`src/rtl/fp16_pkg.sv`:
```
// Shared binary16 definitions for the systolic-array fp16 arithmetic blocks.
package fp16_pkg;

  localparam int unsigned FP16_EXP_W  = 5;
  localparam int unsigned FP16_FRAC_W = 10;
  localparam int unsigned FP16_BIAS   = 15;
  localparam logic [15:0] FP16_QNAN   = 16'h7E00;

  // All-ones exponent field (Inf/NaN encoding)
  localparam int unsigned FP16_EXP_INF = 2 * FP16_BIAS + 1;
  // Aligned significand {imp, frac, G, R, S} and its add/sub result with carry
  localparam int unsigned SIG_W = FP16_FRAC_W + 4;
  localparam int unsigned SUM_W = SIG_W + 1;

  typedef struct packed {
    logic                   sign;
    logic [FP16_EXP_W-1:0]  exp;
    logic [FP16_FRAC_W-1:0] frac;
  } fp16_t;

  typedef enum logic [1:0] {
    SP_NONE,
    SP_NAN,
    SP_INF
  } special_e;

endpackage

```
`src/rtl/sub_fp16_lzc15.sv`:
```
// Combinational 15-bit leading-zero counter; returns 15 for an all-zero input.
module lzc15 (
  input  logic [14:0] i_val,
  output logic [3:0]  o_cnt
);

  // Scan upward so the most significant set bit wins
  always_comb begin
    o_cnt = 4'd15;
    for (int i = 0; i < 15; i++) begin
      if (i_val[i]) o_cnt = 4'(14 - i);
    end
  end

endmodule

```
`src/rtl/sub_fp16.sv`:
```
// Pipelined binary16 subtractor (a - b), RNE rounding, valid/ready on both sides.
// Operands are captured on acceptance, then align (S1), add (S2), normalize/round (S3).
module sub_fp16
  import fp16_pkg::*;
(
  input  logic        clk,
  input  logic        RST,
  input  logic        in_valid,
  output logic        in_ready,
  input  logic [15:0] a_in,
  input  logic [15:0] b_in,
  output logic        out_valid,
  input  logic        out_ready,
  output logic [15:0] diff_out,
  output logic        ovf,
  output logic        unf
);

  localparam int unsigned EW = FP16_EXP_W;

  logic w_stall;
  logic w_en;

  // Single global enable: a held output freezes every stage
  assign w_stall  = out_valid & ~out_ready;
  assign w_en     = ~w_stall;
  assign in_ready = ~RST & ~w_stall;

  // ---------------- operand capture (b negated here) ----------------
  logic  r0_valid;
  fp16_t r0_a;
  fp16_t r0_b;

  always_ff @(posedge clk or posedge RST) begin
    if (RST) begin
      r0_valid <= 1'b0;
      r0_a     <= '0;
      r0_b     <= '0;
    end else if (w_en) begin
      r0_valid <= in_valid;
      if (in_valid) begin
        r0_a <= a_in;
        r0_b <= {~b_in[15], b_in[14:0]};
      end
    end
  end

  // ---------------- S1: specials, swap, align ----------------
  logic             w_a_nan, w_b_nan, w_a_inf, w_b_inf;
  logic             w_swap;
  fp16_t            w_x, w_y;
  logic [EW-1:0]    w_x_exp, w_y_exp, w_dexp;
  logic [SIG_W-1:0] w_x_sig, w_y_sig, w_y_al;
  logic [2*SIG_W-1:0] w_y_ext;
  special_e         w_sp;
  logic             w_sp_sign;

  assign w_a_nan = (&r0_a.exp) & (|r0_a.frac);
  assign w_b_nan = (&r0_b.exp) & (|r0_b.frac);
  assign w_a_inf = (&r0_a.exp) & ~(|r0_a.frac);
  assign w_b_inf = (&r0_b.exp) & ~(|r0_b.frac);

  always_comb begin
    w_sp      = SP_NONE;
    w_sp_sign = 1'b0;
    if (w_a_nan || w_b_nan || (w_a_inf && w_b_inf && (r0_a.sign != r0_b.sign))) begin
      w_sp = SP_NAN;
    end else if (w_a_inf) begin
      w_sp      = SP_INF;
      w_sp_sign = r0_a.sign;
    end else if (w_b_inf) begin
      w_sp      = SP_INF;
      w_sp_sign = r0_b.sign;
    end
  end

  // Magnitude order on {exp, frac} is valid for subnormals too
  assign w_swap  = r0_b[14:0] > r0_a[14:0];
  assign w_x     = w_swap ? r0_b : r0_a;
  assign w_y     = w_swap ? r0_a : r0_b;
  assign w_x_exp = (w_x.exp == '0) ? EW'(1) : w_x.exp;
  assign w_y_exp = (w_y.exp == '0) ? EW'(1) : w_y.exp;
  assign w_dexp  = w_x_exp - w_y_exp;
  assign w_x_sig = {|w_x.exp, w_x.frac, 3'b000};
  assign w_y_sig = {|w_y.exp, w_y.frac, 3'b000};
  assign w_y_ext = {w_y_sig, SIG_W'(0)} >> w_dexp;
  assign w_y_al  = (w_dexp >= EW'(SIG_W)) ? {{(SIG_W-1){1'b0}}, |w_y_sig}
                 : {w_y_ext[2*SIG_W-1:SIG_W+1], w_y_ext[SIG_W] | (|w_y_ext[SIG_W-1:0])};

  logic             r1_valid, r1_sign, r1_sub, r1_sp_sign;
  logic [EW-1:0]    r1_exp;
  logic [SIG_W-1:0] r1_x, r1_y;
  special_e         r1_sp;

  always_ff @(posedge clk or posedge RST) begin
    if (RST) begin
      r1_valid   <= 1'b0;
      r1_sign    <= 1'b0;
      r1_sub     <= 1'b0;
      r1_sp_sign <= 1'b0;
      r1_exp     <= '0;
      r1_x       <= '0;
      r1_y       <= '0;
      r1_sp      <= SP_NONE;
    end else if (w_en) begin
      r1_valid   <= r0_valid;
      r1_sign    <= w_x.sign;
      r1_sub     <= w_x.sign ^ w_y.sign;
      r1_sp_sign <= w_sp_sign;
      r1_exp     <= w_x_exp;
      r1_x       <= w_x_sig;
      r1_y       <= w_y_al;
      r1_sp      <= w_sp;
    end
  end

  // ---------------- S2: add / subtract, leading zeros ----------------
  logic [SUM_W-1:0] w_sum;
  logic [3:0]       w_lzc;

  assign w_sum = r1_sub ? ({1'b0, r1_x} - {1'b0, r1_y}) : ({1'b0, r1_x} + {1'b0, r1_y});

  lzc15 u_lzc (
    .i_val (w_sum),
    .o_cnt (w_lzc)
  );

  logic             r2_valid, r2_sign, r2_sub, r2_sp_sign;
  logic [EW-1:0]    r2_exp;
  logic [SUM_W-1:0] r2_sum;
  logic [3:0]       r2_lzc;
  special_e         r2_sp;

  always_ff @(posedge clk or posedge RST) begin
    if (RST) begin
      r2_valid   <= 1'b0;
      r2_sign    <= 1'b0;
      r2_sub     <= 1'b0;
      r2_sp_sign <= 1'b0;
      r2_exp     <= '0;
      r2_sum     <= '0;
      r2_lzc     <= '0;
      r2_sp      <= SP_NONE;
    end else if (w_en) begin
      r2_valid   <= r1_valid;
      r2_sign    <= r1_sign;
      r2_sub     <= r1_sub;
      r2_sp_sign <= r1_sp_sign;
      r2_exp     <= r1_exp;
      r2_sum     <= w_sum;
      r2_lzc     <= w_lzc;
      r2_sp      <= r1_sp;
    end
  end

  // ---------------- S3: normalize, round, pack ----------------
  logic [EW-1:0]    w_lz1, w_ex1, w_shift;
  logic [SIG_W-1:0] w_m;
  logic [EW:0]      w_e, w_field;
  logic             w_inc;
  logic [15:0]      w_packed;
  logic [15:0]      w_res;
  logic             w_ovf, w_unf;

  assign w_lz1 = EW'(r2_lzc) - EW'(1);
  assign w_ex1 = r2_exp - EW'(1);

  always_comb begin
    w_shift = '0;
    w_m     = '0;
    w_e     = '0;
    if (r2_sum[SUM_W-1]) begin
      w_m = {r2_sum[SUM_W-1:2], r2_sum[1] | r2_sum[0]};
      w_e = (EW+1)'(r2_exp) + (EW+1)'(1);
    end else begin
      // Left shift stops at the subnormal boundary
      w_shift = (w_lz1 < w_ex1) ? w_lz1 : w_ex1;
      w_m     = r2_sum[SIG_W-1:0] << w_shift;
      w_e     = (EW+1)'(r2_exp - w_shift);
    end
  end

  // Rounding carry ripples into the exponent field: renormalizes and promotes subnormals
  assign w_field  = w_m[SIG_W-1] ? w_e : '0;
  assign w_inc    = w_m[2] & (w_m[1] | w_m[0] | w_m[3]);
  assign w_packed = {w_field, w_m[SIG_W-2:3]} + 16'(w_inc);

  always_comb begin
    w_res = '0;
    w_ovf = 1'b0;
    w_unf = 1'b0;
    if (r2_sp == SP_NAN) begin
      w_res = FP16_QNAN;
    end else if (r2_sp == SP_INF) begin
      w_res = {r2_sp_sign, 5'h1F, 10'h000};
    end else if (r2_sum == '0) begin
      w_res = {r2_sign & ~r2_sub, 15'h0000};
    end else if (w_packed[15:10] >= 6'(FP16_EXP_INF)) begin
      w_res = {r2_sign, 5'h1F, 10'h000};
      w_ovf = 1'b1;
    end else begin
      w_res = {r2_sign, w_packed[14:0]};
      w_unf = (w_packed[15:10] == 6'd0);
    end
  end

  always_ff @(posedge clk or posedge RST) begin
    if (RST) begin
      out_valid <= 1'b0;
      diff_out  <= '0;
      ovf       <= 1'b0;
      unf       <= 1'b0;
    end else if (w_en) begin
      out_valid <= r2_valid;
      diff_out  <= w_res;
      ovf       <= w_ovf;
      unf       <= w_unf;
    end
  end

endmodule

```
`config.mk`:
```
export PLATFORM = sky130hd
export DESIGN_NAME = sub_fp16
export DESIGN_NICKNAME = d
export VERILOG_FILES = /design/src/rtl/fp16_pkg.sv /design/src/rtl/sub_fp16_lzc15.sv /design/src/rtl/sub_fp16.sv
export SDC_FILE = /design/constraint.sdc
export NUM_CORES = 1
export LEC_CHECK = 0
export ABC_AREA = 1
export CORE_AREA = 2 2 198 122
export CTS_CLUSTER_DIAMETER = 80
export CTS_CLUSTER_SIZE = 25
export DETAILED_ROUTE_END_ITERATION = 12
export DIE_AREA = 0 0 200 124
export GPL_TIMING_DRIVEN = 0
export SYNTH_ARGS = -nofsm -noshare
export SYNTH_HDL_FRONTEND = slang
export SYNTH_HIERARCHICAL = 1
export SYNTH_SLANG_ARGS = --single-unit
```
`constraint.sdc`:
```
create_clock -name clk -period 4.3 [get_ports clk]
set_input_delay 0.645 -clock clk [delete_from_list [all_inputs] [get_ports clk]]
set_output_delay 0.645 -clock clk [all_outputs]
set_load 0.02 [all_outputs]
```
[Word-level counts from Yosys, hierarchy flattened]
Cells that the tools add are included.
Storage, ports and cells
  input port bits: 36
  logic and storage cells: 124
  output and inout port bits: 20
  bits in registers: 118
Operators by class
  mux-type cells: 43
  reductions and logical operators: 17
  add/subtract/negate cells: 8
  bitwise logic cells: 20
  shift-type cells: 2
  magnitude comparators: 4
  equal/unequal tests: 3
Operators by type and width (number)
  16-bit 2-to-1 mux: 5
  4-bit 2-to-1 mux: 8
  15-bit 2-to-1 mux: 2
  14-bit 2-to-1 mux: 2
  28-bit by 5-bit right shift with 28-bit output: 1
  10-bit OR reduction: 2
  16-bit by 1-bit adder with 16-bit output: 1
  14-bit by 14-bit adder with 15-bit output: 1
  15-bit > comparator: 1
  15-bit zero test: 1
  5-bit 2-to-1 mux: 3
  15-bit OR reduction: 1
  14-bit by 14-bit subtractor with 15-bit output: 1
  14-bit OR reduction: 1
  14-bit by 5-bit << shifter with 14-bit output: 1
  1-bit 2-to-1 mux: 12
  3-bit 2-to-1 mux: 4
  6-bit 2-to-1 mux: 2
  5-bit zero test: 2
  2-bit 2-to-1 mux: 5
  5-bit AND reduction: 2
  5-bit OR reduction: 2
  1-bit AND: 8
  1-bit inverter: 7
  17 further kinds: 22

[Depth between registers and ports, before layout]
  depth in word-level cells: 17
  gate-level depth with buffers: 34
  depth with buffers taken out: 31

[Hierarchy]
The synthesis kept the hierarchy.
Modules (own cells, without submodules)
  sub_fp16: area an instance 8887.3 sq um, instances 1, seq. area each 2952.8 sq um, cells an instance 1244
  lzc15: area an instance 181.4 sq um, instances 1, seq. area each 0.0 sq um, cells an instance 41

[Worst setup path after synthesis]
No wires, ideal clock.
  path type: flip-flop to flip-flop
  from: register r0_b[14] in the netlist's numbering
  to: register r1_y[0]
  setup time: 0.117 ns
  buffers on the path: 3
  path slack: -0.354 ns
  arrival time: 4.538 ns
  stages on the path, launching flop included: 27
  required time: 4.183 ns
  clock period less this slack: 4.654 ns
  cells stage by stage: dfrtp_1 ha_1 nand3_1 inv_1 nand2_1 or4_1 nand2_1 clkbuf_1 clkbuf_1 nand2_1 o21ai_0 inv_1 nor4_1 nor2_1 ha_1 inv_1 fa_1 inv_1 buf_1 nand3_1 and2_1 o21ai_0 nand3_1 nand2_1 nand2_1 nand2_1 nand2_1
Between the ends
  word-level cells in the longest chain between the ends: 9
  elaborated cells between the ends (all ways): 15
  those cells by class: add/sub: 1; order compare: 2; shift: 1; mux: 5; bitwise: 1; reduce/logical: 5
Ends and longest elaborated chain
  start, declared: line sub_fp16.sv:32  | fp16_t r0_b;
  start signal, assigned: line sub_fp16.sv:43  | r0_b <= {~b_in[15], b_in[14:0]};
  15-bit > comparator: line sub_fp16.sv:78  | assign w_swap = r0_b[14:0] > r0_a[14:0];
  16-bit 2-to-1 mux *: line sub_fp16.sv:79  | assign w_x = w_swap ? r0_b : r0_a;
  5-bit zero test: line sub_fp16.sv:81  | assign w_x_exp = (w_x.exp == '0) ? EW'(1) : w_x.exp;
  5-bit 2-to-1 mux *: line sub_fp16.sv:81
  named net w_x_exp[1]: line sub_fp16.sv:52  | logic [EW-1:0] w_x_exp, w_y_exp, w_dexp;
  5-bit subtractor *: line sub_fp16.sv:83  | assign w_dexp = w_x_exp - w_y_exp;
  28-bit by 5-bit right shift with 28-bit output: line sub_fp16.sv:86  | assign w_y_ext = {w_y_sig, SIG_W'(0)} >> w_dexp;
  14-bit OR reduction: line sub_fp16.sv:88  | : {w_y_ext[2*SIG_W-1:SIG_W+1], w_y_ext[SIG_W] | (|w_y_ext[SIG_W-1:0])};
  1-bit OR: line sub_fp16.sv:88
  14-bit 2-to-1 mux *: line sub_fp16.sv:87  | assign w_y_al = (w_dexp >= EW'(SIG_W)) ? {{(SIG_W-1){1'b0}}, |w_y_sig}
  end signal, assigned: line sub_fp16.sv:112  | r1_y <= w_y_al;
  end, declared: line sub_fp16.sv:92  | logic [SIG_W-1:0] r1_x, r1_y;
The timed path passes the listed nets; every way through them passes the cells marked *.
A chain may end at the register's enable or synchronous reset.

[Final worst setup path]
  from: register r0_a[10] in the netlist's numbering
  to: register r1_y[4]
Between the ends
  word-level cells in the longest chain between the ends: 7
  elaborated cells between the ends (all ways): 12
  those cells by class: add/sub: 1; order compare: 2; shift: 1; mux: 5; reduce/logical: 3
Ends and longest elaborated chain
  start, declared: line sub_fp16.sv:31  | fp16_t r0_a;
  start signal, assigned: line sub_fp16.sv:42  | r0_a <= a_in;
  15-bit > comparator: line sub_fp16.sv:78
  16-bit 2-to-1 mux *: line sub_fp16.sv:79
  5-bit zero test: line sub_fp16.sv:81
  5-bit 2-to-1 mux *: line sub_fp16.sv:81
  named net w_x_exp[1]: line sub_fp16.sv:52
  5-bit subtractor *: line sub_fp16.sv:83
  28-bit by 5-bit right shift with 28-bit output or 5-bit by 4-bit >= comparator with 1-bit output (tied branches): line sub_fp16.sv:86, sub_fp16.sv:87
  14-bit 2-to-1 mux *: line sub_fp16.sv:87
Marks and branches as above.

==> metrics.csv <==
stage,metric,value,unit
floorplanning,die_w,200,µm
routing,ant_nets,0,
logic_synthesis,async_reset_ff_frac,1.00,
logic_synthesis,synth_area_leaders,"dfrtp_1, nand2_1, nand3_1",
global_routing,grt_pass1_vias,8751,
logic_synthesis,synth_seq_area_share,0.326,
global_routing,antenna_found_initial,0,
routing,drt-total-wl,32100,µm
hold_path,min_path_type,reg2reg,
layout,drive_above_1_share,0.260,
placement,io_buffers,55,
status,status,finished with violations,
logic_synthesis,synth_top_area_share,0.326,
routing,first_pass_iters,5,
logic_synthesis,ys_seq_elements,118,
global_routing,grt_pass1_wl,48700,µm
timing,finalSetupTns,-0.0966,ns
logic_synthesis,avgSynthCellArea,7.06,µm²
timing,fin_crit_sh,1.01,
timing,clock.fmax,230,MHz
setup_path,cp-start-kind,flop,
timing,setup_violations,4,
setup_path,end_kind,flop,
timing,hold_ws,0.477,ns
timing,max_slew.worst_pin.slew,0.820,ns
logic_synthesis,netlist_instances,1285,
floorplanning,die_h,124,µm
floorplanning,row_count,43,
logic_synthesis,yosysTopAreaCell,dfrtp_1,
cts,clock_latency,0.43,ns
timing,setup_ws,-0.0395,ns
routing,via_count,9596,
cts,ctsHoldBuffers,0,
layout,area_growth,37.5,%
status,violations,setup timing,
global_routing,grt_overflow_total,0,
floorplanning,die_area,24800,µm²
global_routing,grt_max_degree,64,
routing,via_per_inst,5.38,
routing,drc,0,
layout,nets,1550,
layout,diodes,0,
logic_synthesis,yosys_warnings,6,
placement,dp_cells,1656,
timing,rsz0062_at_grt,yes,
cts,root_buffer,clkbuf_16,
logic_synthesis,ys_dominant_reg_cell,dfrtp_1,
routing,drt_iter0_markers,1161,
floorplanning,core,22900,µm²
setup_path,rr_worst_depth,26,
floorplanning,start_util,0.397,
layout,final_common_cell,nand2_1,
routing,wire_per_inst,18.0,µm
placement,dp_hpwl,22900,µm
cts,path_clk_slew,0.06,ns
setup_path,worst-path-max-fanout,6,
cts,h-tree-depth,4,
cts,clock_sinks,118,
layout,mostFrequentLayoutCells,"nand2_1, nand3_1, inv_1",
timing,slew_headroom,0.454,
placement,place.gp.congestion,1.00,
logic_synthesis,syn-cell-area,9070,µm²
cts,cts_made_buffers,17,
layout,final_cells,1785,
setup_path,arrival,4.61,ns
cts,tritoncts,yes,
global_routing,grt_usage,0.260,
timing,maxSlewViolCount,0,
floorplanning,ios,56,
timing,finalHoldViolCount,0,
run,maxCapViolations,0,
hold_path,hold_depth,1,
logic_synthesis,synth_edf_count,0,
cts,clockBufferDepth,2,
setup_path,worst-setup-path-type,reg2reg,
placement,pre_cts_ws,-1.05,ns
timing,fin_crit,4.34,ns
setup_path,critPathRequiredTime,4.57,ns
logic_synthesis,yosysUniqueCellTypes,58,
timing,finClkSkew,0.0117,ns
logic_synthesis,syn_nets,1377,
## cell families (layout without fill, tap and decap cells)
family,Yosys count,after routing,synth area share
compound gates,220,220,0.140
xor+xnor,27,27,0.0261
fa+ha+maj,56,56,0.0797
buf+inv,198,381,0.0884
flops,118,118,0.326
mux,6,6,0.00731
simple gates,660,662,0.333
## registers in the layout (all words and copies together), names as in the netlist
signal and count:
r2_exp 5, unf 1, r2_sp 2, ovf 1, r2_sign 1, r2_lzc 4, r1_y 14, r1_sign 1
r0_valid 1, r1_exp 5, out_valid 1, r1_sub 1, r1_sp 2, r0_b 16, diff_out 16, r2_sum 15
r2_valid 1, r2_sp_sign 1, r1_sp_sign 1, r2_sub 1, r1_valid 1, r1_x 11, r0_a 16
## per-layer routing
metal  track usage  vias up  routed length, µm
met3        0.0734       28               2950
met1         0.427     4581              16800
met2         0.319      374              12000
met4        0.0509        0                299
li1              -     4613                  -
met5             0        -                  0
## Yosys cell counts, drive strengths merged (2+ instances only)
master and count:
nor2 97, buf 11, ha 53, nand4 18
and2 2, o22ai 10, nand2 351, xor2 20
o31ai 4, dfrtp 118, xnor2 7, a31oi 5
nor4 8, o21a 3, nand3 168, o211ai 2
nor3 5, fa 3, a21oi 66, inv 152
o221ai 6, clkbuf 33, o21ai 116, mux2 5
or2 7
## what timing repair did
action                                  in CTS  in global routing
gates resized for setup                    114                149
pin swaps                                   39                 83
buffers inserted                            57                 36
endpoints found under the setup margin      31                 31
gates cloned                                 4                  1
## worst paths after layout
path	from	to	slack (ns)
max	r0_a[10]	r1_y[4]	-0.04
min	r2_valid	out_valid	0.48
max reg2reg	r0_a[10]	r1_y[4]	-0.04
min reg2reg	r2_valid	out_valid	0.48
max in group asynchronous	RST	r2_sum[0]	2.91
min in group asynchronous	RST	r2_sp[1]	0.68
## cell type report
| class | count | area (µm²) |
|---|---|---|
| buffer | 44 | 308 |
| clock buffer | 18 | 439 |
| clock inverter | 13 | 101 |
| fill | 2107 | 10400 |
| inverter | 154 | 611 |
| multi-input combinational | 971 | 6290 |
| sequential | 118 | 2960 |
| tap | 315 | 394 |
| timing repair buffer | 152 | 1370 |
## critical path, stage by stage, from the launching register on
cell	delay, ns
dfrtp_1	0.37
inv_2	0.06
ha_4	0.26
nand2_1	0.06
inv_1	0.09
nand3_1	0.08
or4_4	0.56
nand2_4	0.13
buf_8	0.14
clkbuf_16	0.16
o21ai_2	0.07
inv_2	0.08
nor4_4	0.05
nor2_2	0.13
ha_2	0.19
inv_2	0.04
fa_2	0.59
inv_4	0.07
buf_4	0.14
nor2_4	0.11
inv_2	0.07
o21ai_4	0.19
nor2_4	0.06
buf_12	0.16
buf_4	0.13
nand3_1	0.07
o221ai_1	0.11
## stage by stage
step	utilization	instance area (µm²)
final	0.545	12500
after global routing	0.545	12500
after CTS	0.506	11600
after detailed placement	0.440	10100
after global placement	0.439	10000
after floorplan	-	9090
Power is not shown: default switching activity piles up to over one toggle a cycle in this logic, so the estimate is an artifact.
